### src/rtl/snake_body_engine.sv
// Snake body store with move/grow/collision FSM and a registered segment read port.
// Define SNAKE_WRAP_EN to make the grid edges wrap around instead of killing the snake.
module snake_body_engine #(
  parameter  int GRID_W   = 64,
  parameter  int GRID_H   = 48,
  parameter  int MAX_LEN  = 128,
  parameter  int INIT_LEN = 3,
  parameter  int GROW     = 5,
  localparam int X_W      = $clog2(GRID_W),
  localparam int Y_W      = $clog2(GRID_H),
  localparam int LEN_W    = $clog2(MAX_LEN + 1)
) (
  input  logic             clk,
  input  logic             reset,
  input  logic             start,
  input  logic             tick,
  input  logic             dir_valid,
  input  logic [1:0]       dir,
  input  logic             grow,
  input  logic [LEN_W-1:0] rd_idx,
  output logic [X_W-1:0]   rd_x,
  output logic [Y_W-1:0]   rd_y,
  output logic             rd_vld,
  output logic [X_W-1:0]   head_x,
  output logic [Y_W-1:0]   head_y,
  output logic [LEN_W-1:0] len,
  output logic             busy,
  output logic             dead,
  output logic             hit_self,
  output logic             hit_wall
);

  localparam int IDX_W = $clog2(MAX_LEN);
  localparam int PW    = LEN_W + 1;

`ifdef SNAKE_WRAP_EN
  localparam bit WRAP = 1'b1;
`else
  localparam bit WRAP = 1'b0;
`endif

  typedef enum logic [2:0] {
    ST_IDLE  = 3'd0,
    ST_RUN   = 3'd1,
    ST_MOVE  = 3'd2,
    ST_CHECK = 3'd3,
    ST_DEAD  = 3'd4
  } state_t;

  localparam logic [1:0]       DIR_UP    = 2'd0;
  localparam logic [1:0]       DIR_RIGHT = 2'd1;
  localparam logic [1:0]       DIR_DOWN  = 2'd2;
  localparam logic [1:0]       DIR_LEFT  = 2'd3;
  localparam logic [X_W-1:0]   X_MAX     = X_W'(GRID_W - 1);
  localparam logic [Y_W-1:0]   Y_MAX     = Y_W'(GRID_H - 1);
  localparam logic [LEN_W-1:0] LEN_MAX   = LEN_W'(MAX_LEN);
  localparam logic [PW-1:0]    PEND_MAX  = PW'(MAX_LEN);

  state_t           state_r;
  logic [X_W-1:0]   seg_x_r [MAX_LEN];
  logic [Y_W-1:0]   seg_y_r [MAX_LEN];
  logic [LEN_W-1:0] len_r;
  logic [LEN_W-1:0] pending_r;
  logic [LEN_W-1:0] k_r;
  logic [1:0]       cur_dir_r;
  logic [1:0]       req_dir_r;
  logic             busy_r;
  logic             dead_r;
  logic             hit_self_r;
  logic             hit_wall_r;
  logic [X_W-1:0]   rd_x_r;
  logic [Y_W-1:0]   rd_y_r;
  logic             rd_vld_r;

  logic [X_W-1:0]   step_x_s;
  logic [Y_W-1:0]   step_y_s;
  logic             wall_s;
  logic [PW-1:0]    pend_sum_s;
  logic [LEN_W-1:0] pend_in_s;
  logic [IDX_W-1:0] k_idx_s;
  logic [IDX_W-1:0] rd_sel_s;
  logic             rd_in_s;

  assign k_idx_s  = k_r[IDX_W-1:0];
  assign rd_sel_s = rd_idx[IDX_W-1:0];
  assign rd_in_s  = (rd_idx < len_r);

  // Next head cell for cur_dir; at an edge the step lands on the wrapped cell.
  always_comb begin
    step_x_s = seg_x_r[0];
    step_y_s = seg_y_r[0];
    wall_s   = 1'b0;
    case (cur_dir_r)
      DIR_UP: begin
        if (seg_y_r[0] == {Y_W{1'b0}}) begin
          step_y_s = Y_MAX;
          wall_s   = ~WRAP;
        end else begin
          step_y_s = seg_y_r[0] - Y_W'(1);
        end
      end
      DIR_RIGHT: begin
        if (seg_x_r[0] == X_MAX) begin
          step_x_s = {X_W{1'b0}};
          wall_s   = ~WRAP;
        end else begin
          step_x_s = seg_x_r[0] + X_W'(1);
        end
      end
      DIR_DOWN: begin
        if (seg_y_r[0] == Y_MAX) begin
          step_y_s = {Y_W{1'b0}};
          wall_s   = ~WRAP;
        end else begin
          step_y_s = seg_y_r[0] + Y_W'(1);
        end
      end
      DIR_LEFT: begin
        if (seg_x_r[0] == {X_W{1'b0}}) begin
          step_x_s = X_MAX;
          wall_s   = ~WRAP;
        end else begin
          step_x_s = seg_x_r[0] - X_W'(1);
        end
      end
      default: begin
        step_x_s = seg_x_r[0];
        step_y_s = seg_y_r[0];
        wall_s   = 1'b0;
      end
    endcase
  end

  // Pending growth after accepting a food pulse, saturated at the segment capacity.
  always_comb begin
    pend_sum_s = PW'(pending_r) + PW'(GROW);
    if (grow && ((state_r == ST_RUN) || (state_r == ST_MOVE) || (state_r == ST_CHECK))) begin
      if (pend_sum_s > PEND_MAX) begin
        pend_in_s = LEN_MAX;
      end else begin
        pend_in_s = pend_sum_s[LEN_W-1:0];
      end
    end else begin
      pend_in_s = pending_r;
    end
  end

  // Game FSM: start/init, direction latch, body shift with growth, collision scan.
  always_ff @(posedge clk or posedge reset) begin
    if (reset) begin
      state_r    <= ST_IDLE;
      for (int i = 0; i < MAX_LEN; i++) begin
        seg_x_r[i] <= {X_W{1'b0}};
        seg_y_r[i] <= {Y_W{1'b0}};
      end
      len_r      <= {LEN_W{1'b0}};
      pending_r  <= {LEN_W{1'b0}};
      k_r        <= {LEN_W{1'b0}};
      cur_dir_r  <= DIR_RIGHT;
      req_dir_r  <= DIR_RIGHT;
      busy_r     <= 1'b0;
      dead_r     <= 1'b0;
      hit_self_r <= 1'b0;
      hit_wall_r <= 1'b0;
    end else if (start) begin
      for (int i = 0; i < MAX_LEN; i++) begin
        if (i < INIT_LEN) begin
          seg_x_r[i] <= X_W'(GRID_W / 2 - i);
          seg_y_r[i] <= Y_W'(GRID_H / 2);
        end else begin
          seg_x_r[i] <= {X_W{1'b0}};
          seg_y_r[i] <= {Y_W{1'b0}};
        end
      end
      len_r      <= LEN_W'(INIT_LEN);
      pending_r  <= {LEN_W{1'b0}};
      k_r        <= {LEN_W{1'b0}};
      cur_dir_r  <= DIR_RIGHT;
      req_dir_r  <= DIR_RIGHT;
      busy_r     <= 1'b0;
      dead_r     <= 1'b0;
      hit_self_r <= 1'b0;
      hit_wall_r <= 1'b0;
      state_r    <= ST_RUN;
    end else begin
      // A request for the exact reverse of the current heading is dropped.
      if (dir_valid && (dir != (cur_dir_r ^ 2'd2))) begin
        req_dir_r <= dir;
      end
      pending_r <= pend_in_s;
      case (state_r)
        ST_RUN: begin
          if (tick) begin
            cur_dir_r <= req_dir_r;
            busy_r    <= 1'b1;
            state_r   <= ST_MOVE;
          end
        end
        ST_MOVE: begin
          if (wall_s) begin
            hit_wall_r <= 1'b1;
            dead_r     <= 1'b1;
            busy_r     <= 1'b0;
            state_r    <= ST_DEAD;
          end else begin
            seg_x_r[0] <= step_x_s;
            seg_y_r[0] <= step_y_s;
            for (int i = 1; i < MAX_LEN; i++) begin
              seg_x_r[i] <= seg_x_r[i-1];
              seg_y_r[i] <= seg_y_r[i-1];
            end
            if ((pending_r != {LEN_W{1'b0}}) && (len_r < LEN_MAX)) begin
              len_r     <= len_r + LEN_W'(1);
              pending_r <= pend_in_s - LEN_W'(1);
            end else if (len_r == LEN_MAX) begin
              pending_r <= {LEN_W{1'b0}};
            end else begin
              pending_r <= pend_in_s;
            end
            k_r     <= LEN_W'(1);
            state_r <= ST_CHECK;
          end
        end
        ST_CHECK: begin
          if (k_r >= len_r) begin
            busy_r  <= 1'b0;
            state_r <= ST_RUN;
          end else if ((seg_x_r[k_idx_s] == seg_x_r[0]) && (seg_y_r[k_idx_s] == seg_y_r[0])) begin
            hit_self_r <= 1'b1;
            dead_r     <= 1'b1;
            busy_r     <= 1'b0;
            state_r    <= ST_DEAD;
          end else if (k_r == (len_r - LEN_W'(1))) begin
            busy_r  <= 1'b0;
            state_r <= ST_RUN;
          end else begin
            k_r <= k_r + LEN_W'(1);
          end
        end
        default: begin
          state_r <= state_r;
        end
      endcase
    end
  end

  // Renderer read port, one cycle latency, zero outside the live body.
  always_ff @(posedge clk or posedge reset) begin
    if (reset) begin
      rd_x_r   <= {X_W{1'b0}};
      rd_y_r   <= {Y_W{1'b0}};
      rd_vld_r <= 1'b0;
    end else if (rd_in_s) begin
      rd_x_r   <= seg_x_r[rd_sel_s];
      rd_y_r   <= seg_y_r[rd_sel_s];
      rd_vld_r <= 1'b1;
    end else begin
      rd_x_r   <= {X_W{1'b0}};
      rd_y_r   <= {Y_W{1'b0}};
      rd_vld_r <= 1'b0;
    end
  end

  assign rd_x     = rd_x_r;
  assign rd_y     = rd_y_r;
  assign rd_vld   = rd_vld_r;
  assign head_x   = seg_x_r[0];
  assign head_y   = seg_y_r[0];
  assign len      = len_r;
  assign busy     = busy_r;
  assign dead     = dead_r;
  assign hit_self = hit_self_r;
  assign hit_wall = hit_wall_r;

endmodule

### config.mk
export PLATFORM = sky130hd
export DESIGN_NAME = snake_body_engine
export DESIGN_NICKNAME = d
export VERILOG_FILES = /design/src/rtl/snake_body_engine.sv
export SDC_FILE = /design/constraint.sdc
export NUM_CORES = 2
export LEC_CHECK = 0
export CAP_MARGIN = 20
export CORE_MARGIN = 4
export CORE_UTILIZATION = 64
export CTS_BUF_LIST = sky130_fd_sc_hd__clkbuf_16
export DETAILED_ROUTE_END_ITERATION = 6
export PLACE_DENSITY = 0.8
export SLEW_MARGIN = 20
export SYNTH_ARGS = -nofsm -noshare
export SYNTH_HDL_FRONTEND = slang
export SYNTH_SLANG_ARGS = --single-unit
### constraint.sdc
create_clock -name clk -period 77.1 [get_ports clk]
set_input_delay 15.42 -clock clk [delete_from_list [all_inputs] [get_ports clk]]
set_output_delay 15.42 -clock clk [all_outputs]
set_load 0.02 [all_outputs]
==> metrics.cfg <==
[cts]
root_buffer = clkbuf_16
cts_buffers = 165
cts_tree = done
cts.htree.levels = 4
cts-hold-fix-buffers = 0
clock_latency_ns = 0.82
cts.path.max_buffers = 3
cts.sinks = 1584
cts_resized = 0
clk_pin_slew_ns = 0.06
post_cts_buffers = 0

[timing]
finalCritPeriodShare = 0.254
final-setup-viol-count = 0
skew_ns = 0.0266
worstMarginPinSlew_ns = 1.29
tns_ns = 0
final-hold-violation-count = 0
drv_slew = 0
slew_headroom = 0.141
rsz0062_at_grt = no
timing.fmax_ghz = 0.0511
fin_crit_ns = 19.56

[logic_synthesis]
synth_edf_count = 0
ys_seq_area_frac = 0.447
ys_seq_elements = 1584
syn_nets = 8991
synthCells = 8949
yosysMostFrequentCell = nand2_1
ys_types = 82
synth_top_area_cell = dfrtp_1
ys.flop_type = dfrtp_1
netlist_area_mm2 = 0.0886
ys_async_sr_fraction = 1.00
ys_top_cells_by_count = nand2_1 (3,234), a21oi_1 (1,614), dfrtp_1 (1,582), mux4_2 (808), clkbuf_1 (631)
syn_area_per_cell_um2 = 9.90
ys_top_cells_by_area = dfrtp_1 (45%), mux4_2 (21%), nand2_1 (14%), a21oi_1 (9.1%), clkbuf_1 (2.7%)
synth.yosys.warnings = 0
synth_top_area_share = 0.447

[grt]
overflow = 0
grt_pass1_wl_mm = 393
grt_max_degree = 252
antenna_found_initial = 4
grt_pass1_vias = 69600
grt_usage = 0.340

[floorplanning]
pin_count = 53
die_area_mm2 = 0.144
die_w_um = 380
num_rows = 136
initial_core_util = 0.644
core-area_mm2 = 0.137
die_h_um = 380

[cells_and_area]
fillers = 9685
area_delta_synth_final_pct = 6.36
seq_area_mm2 = 0.0397
finalNonFillerCells = 10400
nets = 8514
multi_input_area_mm2 = 0.0453
drive_above_1_share = 0.145

[min_path]
min_from = hit_self$_DFFE_PP0P_
holdPathEnd = hit_self$_DFFE_PP0P_
hold_class = flip-flop to flip-flop
hold_depth = 2

[routing]
drt_iter0_markers = 10500
route.vias.total = 71800
vias_per_cell = 6.90
routedWlPerCell_um = 23.7
firstDrtPassIters = 7
drc = 3
wl_mm = 247
drt.antenna.violating_nets = 0

[power_and_ir_drop]
pwr_density_cell_mw_per_mm2 = 21.6
vdd_ir_drop_max_v = 0.0000292
p_leak_nw = 36.5

[worst_setup_path]
start_kind = input port
arrival_ns = 20.40
worstPathRequired_ns = 77.94
r2r_slack_ns = 69.94
reg2reg_depth = 14
reg2reg_from = head_x[0]$_DFFE_PP0P_
critPathKind = input port to async pin
endpoint_kind = async pin
rr_endpoint = seg_y_r[563]$_DFFE_PP0P_
crit_fanout = 130

[placement]
gp_congestion = 0.850
dp.cells = 10100
hpwl_mm = 141
port_buffers = 52

[run]
drv_cap = 0

[run_status]
status = complete, but fails checks
violations = design-rule violations

==> per-stage QoR <==
step	hold WS [ns]	area [µm²]	utilization	setup slack [ns]	total power, mW
2_1_floorplan	0.489	88600	-	16.99	1.17
3_3_place_gp	0.492	88900	0.646	56.25	1.25
3_5_place_dp	0.504	88900	0.646	56.15	1.25
4_1_cts	0.518	94100	0.685	57.00	2.03
5_1_grt	0.546	94200	0.685	56.77	2.10
6_report	0.520	94200	0.685	57.54	2.03
==> final cells by class <==
class	instances	share of cell area
multi-input combinational	6518	0.480
sequential	1584	0.421
clock buffer	168	0.0446
tap	1794	0.0238
timing repair buffer	170	0.0175
clock inverter	138	0.0111
inverter	33	0.00142
antenna	8	0.000212
==> layout by cell type (no fill, tap or decap), types with 20 or more instances in the layout <==
cell | Yosys | final
o22ai_1 | 25 | 25
nand3_1 | 34 | 34
clkdlybuf4s50_1 | 0 | 45
nor3_1 | 24 | 23
a21oi_1 | 1614 | 1614
clkinv_2 | 0 | 33
mux4_2 | 808 | 808
buf_4 | 44 | 97
nor2_1 | 76 | 74
clkinv_1 | 3 | 43
mux2_2 | 32 | 32
inv_1 | 27 | 59
clkbuf_16 | 0 | 168
ha_1 | 26 | 26
a211oi_1 | 20 | 20
a31oi_1 | 23 | 23
nand2_1 | 3234 | 3234
mux2i_1 | 215 | 215
a22oi_1 | 64 | 64
o21ai_0 | 30 | 30
dfrtp_1 | 1582 | 1576
==> metal layers <==
| metal | vias up | GRT usage | wire length, µm |
|---|---|---|---|
| met2 | 4399 | 0.516 | 116000 |
| li1 | 30600 | - | - |
| met5 | - | 0 | 0 |
| met4 | 0 | 0.156 | 11300 |
| met3 | 764 | 0.0908 | 28500 |
| met1 | 36100 | 0.468 | 91400 |
==> worst max-delay path by stage <==
stage / slack (ns) / to / depth (start not counted) / from
6_report: 57.54 / seg_y_r[533]$_DFFE_PP0P_ / 7 / reset
5_1_grt: 56.77 / seg_y_r[629]$_DFFE_PP0P_ / 7 / reset
4_1_cts: 57.00 / seg_y_r[719]$_DFFE_PP0P_ / 7 / reset
3_5_place_dp: 56.15 / seg_y_r[683]$_DFFE_PP0P_ / 7 / reset
3_3_place_gp: 56.25 / seg_y_r[725]$_DFFE_PP0P_ / 7 / reset
2_1_floorplan: 16.99 / busy$_DFFE_PP0P_ / 1 / reset
==> logic make-up after synthesis <==
kind of cell / synth area share
multiplexers: 0.234
adder cells (fa/ha/maj): 0.00367
flip-flops: 0.447
buffers and inverters: 0.0422
AND/OR/NAND/NOR: 0.152
XOR/XNOR: 0.00227
AO/OA/AOI/OAI: 0.119
==> registers in the layout, indices dropped and copies added, names as in the netlist, 2 cells and up <==
name	count
head_y	6
seg_y_r	762
head_x	6
rd_y	6
cur_dir_r	2
k_r	8
state_r	3
len	8
rd_x	6
pending_r	8
seg_x_r	762
req_dir_r	2
==> report_power, final <==
group          internal, mW  switching (mW)  leakage, nW  total (mW)
logic                 0.116           0.276         11.7       0.392
clock network         0.446           0.343         2.72       0.789
registers             0.836          0.0157         22.0       0.851
total                  1.40           0.634         36.5        2.03
==> worst max-delay path, cell delays in order <==
cell and delay (ns):
clkdlybuf4s50_1 0.49, inv_8 0.59, buf_4 0.69, buf_4 0.80, buf_4 0.71, buf_4 0.74, buf_6 0.68
Note: power is estimated with default switching activity, not from simulation.
